### src/rtl/sv32_walk_arbiter.sv
// sv32_walk_arbiter
// Shares one sv32_table_walk instance between the instruction-fetch and
// data-access translation paths. The granted request is registered toward
// the walker, and the resulting PTE is returned to the winner as a one-cycle
// response. TLB flush requests are held back until the walker is idle, so a
// flush never lands in the middle of a walk.
//
// Ports
//   clk, resetn            clock; synchronous active-low reset
//   i_valid/i_addr         instruction-side request (held until i_ready)
//   i_ready/i_pte          instruction-side one-cycle response + PTE
//   d_valid/d_addr         data-side request (held until d_ready)
//   d_ready/d_pte          data-side one-cycle response + PTE
//   flush_req/flush_done   flush request pulse / flush-issued strobe
//   tw_valid, tw_address,  registered walker request
//   tw_is_instruction
//   tw_ready/tw_pte        walker completion strobe + result
//   tw_tlb_flush           registered walker/TLB flush strobe
//   busy                   high whenever the FSM is not idle
//
// Build option
//   SV32_WALK_ARB_RR_EN    defined: round-robin on ties (last owner loses)
//                          undefined: fixed priority, D wins ties
//
// state | meaning
// IDLE  | no walk outstanding; serve a pending flush first, else grant
// BUSY  | walk outstanding, request held toward the walker
// RESP  | owner's ready strobe; no grant this cycle
// FLUSH | tw_tlb_flush / flush_done strobe

module sv32_walk_arbiter (
    input  logic        clk,
    input  logic        resetn,
    input  logic        i_valid,
    input  logic [31:0] i_addr,
    output logic        i_ready,
    output logic [31:0] i_pte,
    input  logic        d_valid,
    input  logic [31:0] d_addr,
    output logic        d_ready,
    output logic [31:0] d_pte,
    input  logic        flush_req,
    output logic        flush_done,
    output logic        tw_valid,
    output logic [31:0] tw_address,
    output logic        tw_is_instruction,
    input  logic        tw_ready,
    input  logic [31:0] tw_pte,
    output logic        tw_tlb_flush,
    output logic        busy
);

    typedef enum logic [1:0] {
        ST_IDLE  = 2'd0,
        ST_BUSY  = 2'd1,
        ST_RESP  = 2'd2,
        ST_FLUSH = 2'd3
    } state_t;

    state_t      r_state;
    state_t      w_state_nx;
    logic        r_pend;
    logic        w_pend_nx;
    logic        w_grant;
    logic        w_done;
    logic        w_d_wins;
    logic        r_owner_i;
    logic        r_i_ready;
    logic        r_d_ready;
    logic [31:0] r_i_pte;
    logic [31:0] r_d_pte;
    logic        r_tw_valid;
    logic [31:0] r_tw_addr;
    logic        r_tw_is_i;
    logic        r_flush;

`ifdef SV32_WALK_ARB_RR_EN
    // 1 = instruction side owned the last grant; reset as I so the first tie goes to D.
    logic r_last_i;

    assign w_d_wins = d_valid && (!i_valid || r_last_i);

    always_ff @(posedge clk) begin
        if (!resetn) begin
            r_last_i <= 1'b1;
        end else if (w_grant) begin
            r_last_i <= !w_d_wins;
        end
    end
`else
    assign w_d_wins = d_valid;
`endif

    always_comb begin
        w_state_nx = r_state;
        w_grant    = 1'b0;
        w_done     = 1'b0;
        w_pend_nx  = r_pend | flush_req;
        case (r_state)
            ST_IDLE: begin
                // A flush_req arriving in IDLE blocks the grant for this edge so
                // the flush is still served ahead of a simultaneous request.
                if (r_pend) begin
                    w_state_nx = ST_FLUSH;
                end else if (!flush_req && (i_valid || d_valid)) begin
                    w_grant    = 1'b1;
                    w_state_nx = ST_BUSY;
                end
            end
            ST_BUSY: begin
                if (tw_ready) begin
                    w_done     = 1'b1;
                    w_state_nx = ST_RESP;
                end
            end
            ST_RESP: begin
                w_state_nx = ST_IDLE;
            end
            ST_FLUSH: begin
                // Clearing here also absorbs a flush_req seen during FLUSH.
                w_pend_nx  = 1'b0;
                w_state_nx = ST_IDLE;
            end
            default: begin
                w_state_nx = ST_IDLE;
            end
        endcase
    end

    always_ff @(posedge clk) begin
        if (!resetn) begin
            r_state    <= ST_IDLE;
            r_pend     <= 1'b0;
            r_owner_i  <= 1'b0;
            r_i_ready  <= 1'b0;
            r_d_ready  <= 1'b0;
            r_i_pte    <= 32'h0;
            r_d_pte    <= 32'h0;
            r_tw_valid <= 1'b0;
            r_tw_addr  <= 32'h0;
            r_tw_is_i  <= 1'b0;
            r_flush    <= 1'b0;
        end else begin
            r_state   <= w_state_nx;
            r_pend    <= w_pend_nx;
            r_i_ready <= w_done && r_owner_i;
            r_d_ready <= w_done && !r_owner_i;
            r_flush   <= (w_state_nx == ST_FLUSH);
            if (w_grant) begin
                r_tw_valid <= 1'b1;
                r_tw_addr  <= w_d_wins ? d_addr : i_addr;
                r_tw_is_i  <= !w_d_wins;
                r_owner_i  <= !w_d_wins;
            end else if (w_done) begin
                // Drop the request the cycle after completion so the walker
                // does not start a second walk.
                r_tw_valid <= 1'b0;
            end
            if (w_done && r_owner_i) begin
                r_i_pte <= tw_pte;
            end
            if (w_done && !r_owner_i) begin
                r_d_pte <= tw_pte;
            end
        end
    end

    assign i_ready           = r_i_ready;
    assign d_ready           = r_d_ready;
    assign i_pte             = r_i_pte;
    assign d_pte             = r_d_pte;
    assign tw_valid          = r_tw_valid;
    assign tw_address        = r_tw_addr;
    assign tw_is_instruction = r_tw_is_i;
    assign tw_tlb_flush      = r_flush;
    assign flush_done        = r_flush;
    assign busy              = (r_state != ST_IDLE);

endmodule

### config.mk
export PLATFORM = sky130hd
export DESIGN_NAME = sv32_walk_arbiter
export DESIGN_NICKNAME = d
export VERILOG_FILES = /design/src/rtl/sv32_walk_arbiter.sv
export SDC_FILE = /design/constraint.sdc
export NUM_CORES = 1
export LEC_CHECK = 0
export ABC_CLOCK_PERIOD_IN_PS = 4200
export BUFFER_PORTS_ARGS = -buffer_cell sky130_fd_sc_hd__buf_4
export CAP_MARGIN = 30
export CORE_UTILIZATION = 26
export DETAILED_ROUTE_END_ITERATION = 10
export GPL_ROUTABILITY_DRIVEN = 0
export REMOVE_ABC_BUFFERS = 1
export SLEW_MARGIN = 20
export SYNTH_ARGS = -nofsm -noshare
export SYNTH_HDL_FRONTEND = slang
export SYNTH_SLANG_ARGS = --single-unit
### constraint.sdc
create_clock -name clk -period 4.2 [get_ports clk]
set_clock_uncertainty 0.1 [all_clocks]
set_input_delay 0.21 -clock clk [delete_from_list [all_inputs] [get_ports clk]]
set_output_delay 0.21 -clock clk [all_outputs]
set_load 0.1 [all_outputs]
Word-level counts from Yosys, hierarchy flattened. Cells that the tools add are included.

Flip-flop bits (word level): 104. Latch bits: 0. RAM bits: 0. Bits in read-only memories: 0. Input bits: 102. Logic and storage cells: 40. Memories: 0.

Add/sub/neg operators: 0. Multipliers: 0. Div/mod/pow operators: 0. $lt $le $gt $ge: 0. Eq/ne operators: 4. Shifts and indexed selects: 0. Muxes and demuxes: 12. Bitwise operators: 2. Reductions and logical operators: 12.

Operator list (number): 2-to-1 mux 32 bit (1); 2-to-1 mux 1 bit (7); == test 2 bit (second input constant) (3); 2-to-1 mux 2 bit (3); case mux 2 bit (3 select lines) (1); nonzero test 2 bit (2); OR reduction 2 bit (2); logical AND 1 bit (3); zero test 1 bit (3); == test 2 x 1 -> 1 bit (second input constant) (1); zero test 2 bit (1); logical OR 1 bit (1); NOT 1 bit (1); OR 1 bit (1).

Longest topological paths before layout. Gate-level depths: netlist of the first run.

Word-level depth: 6. Mapped depth: 7. Depth with buffers taken out: 3.

Least setup slack after synthesis of the first run. OpenSTA, ideal clock, no wires.

Kind: reg2reg. From: register tw_is_instruction (netlist name). To: register r_d_pte[4], in the netlist d_pte[4]. Setup time: 0.070 ns. Arrival: 1.742 ns. Required time: 4.030 ns. Path slack: 2.289 ns. Cell stages (with the launch flop): 6. Clock period less this slack: 1.911 ns. Cells stage by stage: dfxtp_1 nand4bb_1 buf_2 buf_2 nand3_1 o21ai_1.

RTL lines: end signal: assignment (RTL line 163) `r_d_pte <= tw_pte;`; end: declaration (RTL line 71) `logic [31:0] r_d_pte;`.

Final worst setup path of the first run.
From: register r_state[1]. To: register r_tw_is_i, in the netlist tw_is_instruction.

Cells in the longest elaborated chain, start to end: 2.

Ends and longest elaborated chain: start: declaration (RTL line 60) `state_t r_state;`; start signal: assignment (RTL line 144) `r_state <= w_state_nx;`; zero test 2 bit (RTL line 99) `case (r_state)`; 2-to-1 mux 1 bit (RTL line 99); end signal: assignment (RTL line 152) `r_tw_is_i <= !w_d_wins;`; end: declaration (RTL line 74) `logic r_tw_is_i;`.

No other way between the ends. A chain may end at the register's enable or synchronous reset.

==> out/qor.csv, run 1 <==
metric,value,unit
CTS Sinks,104,
Iteration-0 DRC Markers,201,
Initial Util,26.8,%
CP max-delay cell,and2_4,
placed inst area,0.00572,mm²
initial antenna violation count,0,
setup TNS,0,ns
number of global-route vias before repair,3462,
CP max stage delay,0.55,ns
"Clk pin slew, worst setup/hold paths",0.07,ns
share of layout cells above drive strength 1,42.7,%
clk_lat worst skew,0.35,ns
port buffer count,204,
number of flops mapped to enable cells by yosys,0,
"Seq/Total Area, Yosys",50.7,%
H-tree depth,3,
# rows,45,
largest net degree at the start of global routing,66,
TritonCTS clock tree,done,
Peak VDD IR,0.224,mV
Post-DP HPWL,7890,µm
minimum clock period,1.90,ns
Max Freq,0.526,GHz
TritonRoute pass-1 iters,4,
max_slew headroom,38.9,%
Die ar.,0.0163,mm²
CORE AREA,0.0153,mm²
# setup viols final,0,
Root Buffer,clkbuf_16,
CP Launch Type,flop,
Hold Path Class,primary input to flop,
Pwr per Cell Area,451,mW/mm²
endpoints failing hold,0,
first-pass GRT wire length,16900,µm
most frequent cells in the layout,"buf_4, dfxtp_1, nand3_1, o21ai_1, a21oi_1",
register bit total from synthesis,104,
setup bufs post-CTS,0,
# nets final,706,
die span in x,128,µm
WL final,11200,µm
vias per cell,4.52,
CP Buf/Inv Count,1,
Max Slew Vio Count,0,
crit path DAT,1.99,ns
Num CTS Buffers,9,
Maximum Capacitance Violations,0,
crit path max fanout,35,
synth-to-layout area growth,48.0,%
Leak Pwr,2.59,nW
dominant synthesized flop cell,dfxtp_1,
Worst path top cell family by delay,simple AND/OR/NAND/NOR gates,
grt total ovfl,0,
post-route design area,0.00608,mm²
Worst Setup End Kind,flop,
RSZ-0062 raised after global routing,no,
critical path type,flop to flop,
required time worst endpoint,4.29,ns
filler instances,1540,
Post-Syn Area,0.00411,mm²
Die Ht,128,µm
Wirelength per Cell,13.7,µm
Synthesis Warnings,0,
hold bufs inserted after CTS,0,
Ant. Diodes,0,
multi-input logic area,0.00179,mm²
deepest clock path buffer count,2,
io pins,205,
worst-margin pin slew,0.916,ns
Cells after Synth,428,
Avg Inst Size Synth,9.59,µm²
crit-path cells,nor3_4 -> buf_4 -> and2_4 -> a211oi_1,
"most common cell after layout, fill and taps aside",buf_4,
outcome,finished clean,
Sequential Area,0.00208,mm²
Remaining DRCs,0,
Final Cycle Share,45.3,%
"FFs w/ async S/R, synth",0,%
Total GRT Usage,13.3,%
post-CTS resize count,0,
Routed Antenna Nets,0,
unique cell type count in the Yosys netlist,25,
via count,3709,
[worst register-to-register path: stages, from the launching register on]
cell and delay (ns):
dfxtp_1 0.38, nor3_4 0.17, buf_4 0.36, and2_4 0.56
a211oi_1 0.16
[metal layers]
metal  up-vias  wire length [µm]  track usage [%]
li1       1879                 -                -
met2       172              4750             20.7
met4         2               315             7.89
met5         -                 6                0
met1      1636              4990             15.8
met3        20              1140             4.88
[final cells by class]
| type | instances | area share [%] |
|---|---|---|
| Multi-Input combinational cell | 278 | 29.5 |
| Inverter | 1 | 0.0618 |
| Clock buffer | 10 | 3.93 |
| Sequential cell | 104 | 34.3 |
| Clock inverter | 6 | 1.52 |
| Timing Repair Buffer | 210 | 26.4 |
| Tap cell | 211 | 4.34 |
[registers in the layout, indices dropped and copies added (netlist names)]
register and cells:
d_pte 32, r_pend 1, tw_is_instruction 1, r_state 2
i_pte 32, i_ready 1, d_ready 1, flush_done 1
tw_valid 1, tw_address 32
[synth_stat cells (all sizes together), types with 2 or more instances]
cell	count	area (µm²)
buf	30	189
nor2	4	15.0
nand3	64	320
a21oi	35	175
clkbuf	15	56.3
mux2i	32	320
nand2	34	128
nand2b	2	12.5
nor3	2	21.3
dfxtp	104	2080
a211oi	34	405
o21ai	65	325
[logic make-up (layout without fill, tap and decap cells)]
group	after synthesis	count (layout)	share of synthesized area, %
buffers and inverters	46	227	6.06
and+or+nand+nor	111	111	13.1
muxes	32	32	7.80
DFF	104	104	50.7
AOI/OAI and AO/OA	135	135	22.3
[metrics by stage]
| step | hold WS (ns) | setup slack (ns) | power [mW] | util, % | instances |
|---|---|---|---|---|---|
| floorplan | 0.208 | 0.927 | 1.62 | - | 383 |
| detailed placement | 0.351 | 1.92 | 1.85 | 37.3 | 802 |
| global placement | 0.345 | 2.01 | 1.84 | 37.3 | 802 |
| finish | 0.0240 | 2.30 | 2.74 | 39.7 | 820 |
| CTS | 0.00746 | 1.91 | 2.77 | 39.5 | 818 |
| global route | 0.0281 | 2.16 | 2.85 | 39.7 | 820 |
[final timing paths]
path                     startpoint                              to  slack, ns  cells past startpoint
max           r_state[1]$_SDFF_PN0_  tw_is_instruction$_SDFFE_PN0P_       2.30                      4
min reg2reg  d_pte[15]$_SDFFE_PN0P_          d_pte[15]$_SDFFE_PN0P_       0.36                      2
min                      tw_pte[27]          d_pte[27]$_SDFFE_PN0P_       0.02                      3
max reg2reg   r_state[1]$_SDFF_PN0_  tw_is_instruction$_SDFFE_PN0P_       2.30                      4
[where the power goes]
| group | internal, mW | switching (mW) | total, mW |
|---|---|---|---|
| sequential | 1.04 | 0.0342 | 1.07 |
| combinational | 0.200 | 0.555 | 0.756 |
| clock | 0.540 | 0.369 | 0.910 |
No activity file was read; power rests on OpenSTA's default activity.
==> run 2, diff against run 1 <==
Settings changed: ABC_CLOCK_PERIOD_IN_PS 4200 to 1680.
Clock period 4.2 ns to 1.68 ns, I/O delays scaled along.
==> run 2 against run 1 <==
  * Combinational power grew to 2.6 times the previous value
  * Total power up 140%
  * Worst setup slack worse by 2.1 ns
  * Via count increased by 6.7%
  * Non-clock buffer count rose by 43
  * Worst hold slack worse by 0.0012 ns
  * Sequential share of layout area shrank 2.2 points
  * Cell count rose by 5.2%
  * Critical endpoint is now busy
  * Largest cell class unchanged
  * Highest routed layer is now met4
==> out/qor.csv, run 2 (synthesis gave the netlist of run 1 again) <==
metric,value,unit,change
deepest clock path buffer count,2,,unchanged
clock share of power,29.6,%,was 33.2%
Max Freq,0.669,GHz,
crit-path cells,or2_1 -> buf_4,,was nor3_4 -> buf_4 -> and2_4 -> a211oi_1
switching power,2.38,mW,was 959 µW
Post-DP HPWL,8550,µm,was 7890 µm
Remaining DRCs,0,,unchanged
crit path DAT,1.31,ns,was 1.99 ns
Pwr per Cell Area,1030,mW/mm²,was 451 mW/mm²
combinational fraction of design power,30.1,%,was 27.6%
Peak VDD IR,0.408,mV,was 0.224 mV
CP max stage delay,0.52,ns,was 0.55 ns
Die ar.,0.0163,mm²,unchanged
Maximum Capacitance Violations,0,,unchanged
WL final,12000,µm,was 11200 µm
Ant. Diodes,0,,unchanged
"most common cell after layout, fill and taps aside",buf_4,,unchanged
crit path max fanout,8,,was 35
sw frac,35.8,%,was 35.0%
Root Buffer,clkbuf_16,,unchanged
Total GRT Usage,14.6,%,was 13.3%
post-route setup slack,0.186,ns,was 2.30 ns
max_slew headroom,77.5,%,was 38.9%
H-tree depth,3,,unchanged
Worst Setup End Kind,output port,,was flop
part of the power in registers,40.4,%,was 39.2%
# setup viols final,0,,unchanged
Cell Int Power,4.27,mW,was 1.78 mW
share of layout cells above drive strength 1,41.1,%,was 42.7%
Final Cycle Share,88.9,%,
CP max-delay cell,dfxtp_1,,was and2_4
port buffer count,204,,unchanged
CTS Sinks,104,,unchanged
"Core Util, Final",42.4,%,was 39.7%
Routed Antenna Nets,0,,unchanged
clk_lat worst skew,0.34,ns,was 0.35 ns
placed inst area,0.00586,mm²,was 0.00572 mm²
initial antenna violation count,0,,unchanged
post-route design area,0.00649,mm²,was 0.00608 mm²
# rows,45,,unchanged
TritonCTS clock tree,done,,unchanged
first-pass GRT wire length,18600,µm,was 16900 µm
"Clk pin slew, worst setup/hold paths",0.07,ns,about the same
synth-to-layout area growth,58.0,%,was 48.0%
outcome,finished clean,,unchanged
CP Buf/Inv Count,1,,unchanged
post-CTS resize count,0,,unchanged
Placement Setup Slack,0.228,ns,was 1.92 ns
# nets final,749,,was 706
worst-margin pin slew,0.338,ns,was 0.916 ns
most frequent cells in the layout,"buf_4, dfxtp_1, nand3_1, o21ai_1, a21oi_1",,unchanged
io pins,205,,unchanged
via count,3958,,was 3709
CORE AREA,0.0153,mm²,unchanged
die span in x,128,µm,unchanged
Initial Util,26.8,%,unchanged
Die Ht,128,µm,unchanged
RSZ-0062 raised after global routing,no,,unchanged
vias per cell,4.59,,was 4.52
Num CTS Buffers,9,,unchanged
CP Launch Type,flop,,unchanged
largest net degree at the start of global routing,71,,was 66
Worst path top cell family by delay,flip-flops,,was simple AND/OR/NAND/NOR gates
required time worst endpoint,1.50,ns,was 4.29 ns
number of global-route vias before repair,3775,,was 3462
Wirelength per Cell,13.9,µm,was 13.7 µm
Max Slew Vio Count,0,,unchanged
Leak Pwr,2.77,nW,was 2.59 nW
Hold Path Class,primary input to flop,,unchanged
endpoints failing hold,0,,unchanged
grt total ovfl,0,,unchanged
TritonRoute pass-1 iters,4,,unchanged
critical path type,flop to output port,,was flop to flop
minimum clock period,1.49,ns,
Iteration-0 DRC Markers,121,,was 201
-- run 2: changes by cell type in the layout (fill, tap and decap cells not counted), sizes merged --
| cell | before | now |
|---|---|---|
| dlygate4sd3 | 0 | 34 |
| bufinv | 2 | 0 |
| buf | 210 | 219 |
| clkbuf | 10 | 12 |
-- run 2: area by class of cell --
class / instances / area (µm²)
fill: 1532 / 8830
inverter: 1 / 3.75
tap: 211 / 264
clock inverter: 4 / 28.8
sequential: 104 / 2080
multi-input combinational: 278 / 1790
timing repair buffer: 253 / 2060
clock buffer: 12 / 256
-- run 2: worst register-to-register path, delay by kind of cell (launching register included) --
kind	cells	cell delay (ns)
AO/OA/AOI/OAI	2	0.35
buffers and inverters	1	0.31
AND/OR/NAND/NOR	1	0.22
flip-flops	1	0.38
-- run 2: final timing paths --
kind	from	endpoint	slack, ns	cells after the start
min reg2reg	i_pte[19]$_SDFFE_PN0P_	i_pte[19]$_SDFFE_PN0P_	0.35	2
min	i_addr[14]	tw_address[14]$_SDFFE_PN0P_	0.02	3
max	r_state[0]$_SDFF_PN0_	busy	0.19	2
max reg2reg	r_state[1]$_SDFF_PN0_	tw_address[16]$_SDFFE_PN0P_	0.23	4
-- run 2: layer usage --
metal  global-route usage, %  vias up  share of wire [%]
met5                       0        -                  0
met1                    17.3     1807                 42
li1                        -     1966                  -
met4                    7.20        0                1.9
met3                    4.67       12                 10
met2                    23.8      173                 46
-- run 2: repair_timing --
| action | CTS | global route |
|---|---|---|
| endpoints found under the setup margin | 0 | 0 |
| endpoints found under the hold margin | 67 | 0 |
| hold buffers | 34 | 0 |
| setup buffers | 0 | 0 |
-- run 2: stage by stage --
stage / power, mW / setup TNS [ns] / hold WS [ns] / cells
floorplan: 4.06 / -105.70 / 0.0822 / 383
finish: 6.65 / 0 / 0.0229 / 863
CTS: 6.76 / 0 / 0.00625 / 863
global placement: 4.66 / 0 / 0.243 / 813
global route: 6.95 / 0 / 0.0198 / 863
detailed placement: 4.69 / 0 / 0.253 / 813
-- run 2: power by group through the flow --
stage / clock [mW] / combinational (mW) / sequential, mW
detailed placement: 0 / 1.95 / 2.74
global placement: 0 / 1.92 / 2.74
finish: 1.97 / 2.00 / 2.69
CTS: 2.06 / 2.01 / 2.69
global route: 2.16 / 2.09 / 2.70
floorplan: 0 / 0.419 / 3.64
